--- src/rtl/clint_lite_pkg.sv ---
// Shared constants and helpers for the core-local interruptor.
// Register offsets are byte addresses on the request/response port.
package clint_lite_pkg;

  localparam logic [31:0] MSIP_BASE     = 32'h0000_0000;
  localparam logic [31:0] MTIMECMP_BASE = 32'h0000_4000;
  localparam logic [31:0] MTIME_OFFSET  = 32'h0000_BFF8;
  localparam logic [63:0] MTIME_RESET   = 64'h0;

  typedef enum logic [1:0] {
    REG_NONE,
    REG_MSIP,
    REG_MTIMECMP,
    REG_MTIME
  } reg_sel_e;

  function automatic logic [63:0] apply_be(input logic [63:0] old,
                                           input logic [63:0] wdata,
                                           input logic [7:0]  be);
    logic [63:0] res;
    res = old;
    for (int i = 0; i < 8; i++)
      if (be[i]) res[8*i +: 8] = wdata[8*i +: 8];
    return res;
  endfunction

endpackage

--- src/rtl/sync_wedge.sv ---
// Two-flop synchroniser with rising-edge detect against a third flop.
// An input rise before edge N yields a one-cycle pulse between edges N+1 and N+2.
module sync_wedge (
  input  logic clk_i,
  input  logic rst_ni,
  input  logic serial_i,
  output logic r_edge_o
);

  logic [2:0] q;

  always_ff @(posedge clk_i or negedge rst_ni) begin
    if (!rst_ni) q <= '0;
    else         q <= {q[1:0], serial_i};
  end

  assign r_edge_o = q[1] & ~q[2];

endmodule

--- src/rtl/clint_lite.sv ---
// Machine timer and software interrupt source for Ariane harts:
// mtime counter driven by the RTC, per-hart mtimecmp/msip, 1-cycle register port.
module clint_lite
  import clint_lite_pkg::*;
#(
  parameter int unsigned NrHarts   = 1,
  parameter int unsigned AddrWidth = 16
) (
  input  logic                 clk_i,
  input  logic                 rst_ni,
  input  logic                 rtc_i,
  input  logic                 req_i,
  input  logic                 we_i,
  input  logic [AddrWidth-1:0] addr_i,
  input  logic [63:0]          wdata_i,
  input  logic [7:0]           be_i,
  output logic                 gnt_o,
  output logic                 rvalid_o,
  output logic [63:0]          rdata_o,
  output logic                 err_o,
  output logic [NrHarts-1:0]   timer_irq_o,
  output logic [NrHarts-1:0]   ipi_o
);

  logic                      tick;
  logic [63:0]               mtime;
  logic [31:0]               addr, msip_off, cmp_off;
  logic [3:0]                hart;
  reg_sel_e                  sel;
  logic                      wr;
  logic [63:0]               rd;
  logic [NrHarts-1:0][63:0]  mtimecmp;
  logic [NrHarts-1:0]        msip;

  sync_wedge i_sync_rtc (
    .clk_i    (clk_i),
    .rst_ni   (rst_ni),
    .serial_i (rtc_i),
    .r_edge_o (tick)
  );

  assign gnt_o    = req_i;
  assign wr       = req_i & we_i;
  assign addr     = 32'(addr_i);
  // Offsets wrap below their base, so a single unsigned compare bounds each window.
  assign msip_off = addr - MSIP_BASE;
  assign cmp_off  = addr - MTIMECMP_BASE;

  always_comb begin
    sel  = REG_NONE;
    hart = '0;
    if (addr[31:3] == MTIME_OFFSET[31:3]) begin
      sel = REG_MTIME;
    end else if (msip_off < 32'(8 * NrHarts)) begin
      sel  = REG_MSIP;
      hart = 4'(msip_off >> 3);
    end else if (cmp_off < 32'(8 * NrHarts)) begin
      sel  = REG_MTIMECMP;
      hart = 4'(cmp_off >> 3);
    end
  end

  always_comb begin
    rd = '0;
    case (sel)
      REG_MTIME: rd = mtime;
      REG_MSIP: begin
        for (int h = 0; h < NrHarts; h++)
          if (hart == 4'(h)) rd = {63'b0, msip[h]};
      end
      REG_MTIMECMP: begin
        for (int h = 0; h < NrHarts; h++)
          if (hart == 4'(h)) rd = mtimecmp[h];
      end
      default: rd = '0;
    endcase
  end

  // A software write to mtime takes priority over a same-cycle tick.
  always_ff @(posedge clk_i or negedge rst_ni) begin
    if (!rst_ni)                     mtime <= MTIME_RESET;
    else if (wr && sel == REG_MTIME) mtime <= apply_be(mtime, wdata_i, be_i);
    else if (tick)                   mtime <= mtime + 64'd1;
  end

  for (genvar h = 0; h < NrHarts; h++) begin : g_hart
    logic        hit;
    logic [63:0] cmp_q;
    logic        msip_q, irq_q;

    assign hit = wr && (hart == 4'(h));

    always_ff @(posedge clk_i or negedge rst_ni) begin
      if (!rst_ni) begin
        cmp_q  <= '1;
        msip_q <= 1'b0;
        irq_q  <= 1'b0;
      end else begin
        if (hit && sel == REG_MTIMECMP)        cmp_q  <= apply_be(cmp_q, wdata_i, be_i);
        if (hit && sel == REG_MSIP && be_i[0]) msip_q <= wdata_i[0];
        irq_q <= (mtime >= cmp_q);
      end
    end

    assign mtimecmp[h]    = cmp_q;
    assign msip[h]        = msip_q;
    assign timer_irq_o[h] = irq_q;
    assign ipi_o[h]       = msip_q;
  end

  always_ff @(posedge clk_i or negedge rst_ni) begin
    if (!rst_ni) begin
      rvalid_o <= 1'b0;
      err_o    <= 1'b0;
      rdata_o  <= '0;
    end else begin
      rvalid_o <= req_i;
      err_o    <= req_i && (sel == REG_NONE);
      rdata_o  <= (req_i && !we_i) ? rd : '0;
    end
  end

endmodule

--- config.mk ---
export PLATFORM = sky130hd
export DESIGN_NAME = clint_lite
export DESIGN_NICKNAME = d
export VERILOG_FILES = /design/src/rtl/clint_lite_pkg.sv /design/src/rtl/sync_wedge.sv /design/src/rtl/clint_lite.sv
export SDC_FILE = /design/constraint.sdc
export NUM_CORES = 1
export LEC_CHECK = 0
export ABC_AREA = 0
export CORE_ASPECT_RATIO = 0.9
export CORE_MARGIN = 3
export CORE_UTILIZATION = 35
export CTS_CLUSTER_DIAMETER = 150
export DETAILED_ROUTE_END_ITERATION = 6
export PLACE_DENSITY_LB_ADDON = 0.12
export SETUP_SLACK_MARGIN = 0.5
export SLEW_MARGIN = 20
export SYNTH_ARGS = -nofsm -noshare
export SYNTH_HDL_FRONTEND = slang
export SYNTH_SLANG_ARGS = --single-unit
--- constraint.sdc ---
create_clock -name clk_i -period 2.7 [get_ports clk_i]
set_clock_uncertainty 0.15 [all_clocks]
set_input_delay 0.405 -clock clk_i [delete_from_list [all_inputs] [get_ports clk_i]]
set_output_delay 0.405 -clock clk_i [all_outputs]
set_load 0.02 [all_outputs]
==> metrics.log <==
[metrics] detail-routed net length per standard cell: 18.9 µm
[metrics] power density normalized to cell area: 427 mW/mm²
[metrics] largest net degree at the start of global routing: 67
[metrics] commonest non-fill, non-tap cell in the layout: buf_4
[metrics] Critical path origin: g_hart[0].cmp_q[9]
[metrics] Max-slew headroom: 55.6%
[metrics] top_reg_cell synth: dfrtp_1
[metrics] clock tree from TritonCTS: done
[metrics] Std-Cell Rows: 60
[metrics] r2r startpoint: g_hart[0].cmp_q[9]
[metrics] router iterations before antenna repair: 5
[metrics] kind of cell adding the most delay to the critical path: simple AND/OR/NAND/NOR gates
[metrics] critical path startpoint category: flip-flop
[metrics] total CTS buffers: 17
[metrics] Crit-path slowest cell: dfstp_2
[metrics] share of the yosys chip area belonging to registers: 46.6%
[metrics] synthesis-stage register bit count: 199
[metrics] area fraction of the dominant cell type after synthesis: 31.1%
[metrics] final number of hold-violating endpoints: 0
[metrics] count of buffer and inverter cells on the critical path: 1
[metrics] number of DRC markers after the initial detailed-route iteration: 493
[metrics] classification of the worst setup path: flip-flop to flip-flop
[metrics] Num Clock Sinks: 199
[metrics] outcome: complete, no violations
[metrics] number of cells produced by synthesis: 1095
[metrics] total design power: 6650 µW
[metrics] Antenna Nets Post-Route: 0
[metrics] DP Wirelength: 25500 µm
[metrics] EDFF count, synth: 0
[metrics] total number of nets in the final design: 1570
[metrics] post-layout min period: 2460 ps
[metrics] top post-synthesis cells by area: dfrtp_1, dfstp_2, ha_1
[metrics] most prevalent standard cell on the critical path: a31oi_2
[metrics] share of total power in sequential cells: 47.2%
[metrics] number of top-level pins: 162
[metrics] final setup vio count: 0
[metrics] top library cells by usage in the layout, fill and taps aside: buf_4, clkdlybuf4s50_1, dfrtp_1
[metrics] core area: 0.0303 mm²
[metrics] maximum achievable frequency: 407 MHz
[metrics] post-synthesis cell type with the largest combined area: dfrtp_1
[metrics] starting density of the core: 35.9%
[metrics] Worst Hold Slack: 205 ps
[metrics] Netlist cell types: 74
[metrics] share of cells above drive strength 1: 32.1%
[metrics] max_cap viols: 0
[metrics] Int Pwr: 4930 µW
[metrics] global-route usage over all layers: 21.0%
[metrics] diodes inserted: 0
[metrics] number of pins with negative max-slew slack in the final report: 0
[metrics] Syn Std Cell Area: 0.0109 mm²
[metrics] Critical Path Sink Type: flip-flop
[metrics] first-pass GRT wire length: 55100 µm
[metrics] RSZ-0062 raised after global routing: yes
[metrics] post-synthesis net count: 1253
[metrics] maximum fanout along the worst path: 3
[metrics] clock share of power: 40.9%
[metrics] filler cell count in the final layout: 2781
[metrics] total number of vias: 9685
[metrics] Yosys warnings: 0
[metrics] Root Driver: clkbuf_16
[metrics] Die X: 192 µm
[metrics] critical path cell sequence: inv_1 -> ha_4 -> nand4_1 -> a211oi_2 -> or4b_4 -> o2111ai_4 -> a31oi_2 -> a31oi_2
[metrics] syn_area_per_cell: 9.93 µm²
[metrics] number of levels in the clock H-tree: 4
[metrics] worst hold start: i_sync_rtc.q[0]
[metrics] antenna violations before repair: 0
[metrics] vias in the first global route: 9726
[metrics] die footprint: 0.0332 mm²
[metrics] portion of total power attributed to combinational logic: 12.0%
[metrics] Syn-to-layout area delta: 43.4%
[metrics] net switching fraction of the power: 25.9%
[metrics] switching power: 1720 µW
[metrics] IR Drop Worst-Case VDD: 0.445 mV
[metrics] PortBufs: 158
[metrics] grt ovf: 0
[metrics] clock transition time at the flip-flop clock pins of the worst setup and hold paths: 80 ps
[metrics] Detailed Route WL: 34500 µm
[metrics] Clock Path Buffers: 2
[metrics] part of the cycle the worst path needs: 90.9%
[metrics] DIE HEIGHT: 173 µm
[metrics] Remaining DRCs: 0
[metrics] path category of the worst min-delay check: flip-flop to flip-flop
[metrics] clock latency on the worst-skew pair: 450 ps
[metrics] Worst-Margin Slew: 659 ps
[metrics] leakage power summed over all cells: 0.00634 µW
[metrics] slowest stage delay, CP: 540 ps
[metrics] average vias per placed instance: 5.30
[metrics] Arrival @ worst endpoint: 2670 ps
[metrics] routability cong.: 0.903
[metrics] proportion of register bits with asynchronous set or reset after synthesis: 100%
[metrics] endpoint required time on the critical path: 2910 ps
worst paths after layout:
kind,to,slack (ps),depth (start not counted)
min in group asynchronous,rdata_o[27],320,2
max in group asynchronous,g_hart[0].cmp_q[3],1290,3
setup / recovery,timer_irq_o,240,8
hold / removal,i_sync_rtc.q[1],210,0
setup reg to reg,timer_irq_o,240,8
hold reg to reg,i_sync_rtc.q[1],210,0
through the flow:
step / setup slack (ps) / area, µm² / TNS [ps] / instances / util (%)
after floorplan: 373 / 10900 / 0 / 1095 / -
final: 245 / 15600 / 0 / 1828 / 51.5
after CTS: 258 / 15200 / 0 / 1807 / 50.2
after detailed placement: -129 / 13900 / -1970 / 1735 / 45.8
after global routing: 127 / 15600 / 0 / 1828 / 51.5
after global placement: -105 / 13900 / -1110 / 1735 / 45.8
cells in the mapped netlist, types with 6 or more instances:
library cell,number
dfrtp_1,135
nor2_1,127
inv_1,78
nand2_1,67
mux2_2,66
a22oi_1,65
ha_1,65
dfstp_2,64
a21oi_1,54
nand3_1,47
clkbuf_1,39
o21ai_0,33
nand4_1,31
nor3_1,25
a211oi_1,19
and3_1,18
and4_1,12
nor4_1,10
o21a_1,8
o221a_2,8
a311oi_1,7
o211ai_1,7
o22ai_1,7
o32ai_1,6
what timing repair did:
action	4_1_cts	5_1_grt
gates resized for setup	107	50
pin swaps	48	39
hold endpoints to repair	34	0
setup buffers	39	21
hold buffers	1	0
endpoints found under the setup margin	80	168
flip-flops by register name (all words and copies together), names as in the netlist:
signal	count
i_sync_rtc.q	3
rdata_o	64
ipi_o	1
mtime	64
rvalid_o	1
timer_irq_o	1
g_hart.cmp_q	64
err_o	1
power by group through the flow:
stage / Sequential, µW / Clock, µW / Combinational [µW]
6_report: 3140 / 2720 / 796
5_1_grt: 3160 / 2920 / 880
4_1_cts: 3130 / 2790 / 778
3_5_place_dp: 3200 / 0 / 690
3_3_place_gp: 3200 / 0 / 689
2_1_floorplan: 3180 / 0 / 270
routing by layer:
layer / wire length [µm] / up-vias / track usage, %
met3: 1520 / 31 / 3.34
met2: 16000 / 223 / 32.7
met4: 463 / 0 / 4.98
li1: - / 4680 / -
met5: 0 / - / 0
met1: 16500 / 4751 / 30.6
worst register-to-register path, cell delays in order (launching register included):
cell       delay, ps
dfstp_2          540
inv_1             60
ha_4             260
nand4_1          180
a211oi_2         230
or4b_4           500
o2111ai_4        100
a31oi_2          120
a31oi_2          220
layout make-up:
type | count | area [µm²] | area share (%)
Inverter | 78 | 293 | 1.88
Multi-Input combinational cell | 770 | 5860 | 37.6
Sequential cell | 199 | 5070 | 32.5
Clock buffer | 21 | 460 | 2.95
Tap cell | 403 | 504 | 3.23
Timing Repair Buffer | 346 | 3260 | 20.9
Clock inverter | 11 | 148 | 0.947
logic make-up after synthesis:
group                    share of synthesized area [%]
multiplexers                                      7.02
XOR/XNOR                                         0.161
AND/OR/NAND/NOR                                   17.1
adder cells (fa/ha/maj)                           7.48
flip-flops                                        46.6
AO/OA/AOI/OAI                                     17.1
buffers and inverters                             4.54
Power figures use the tool's default switching activity.
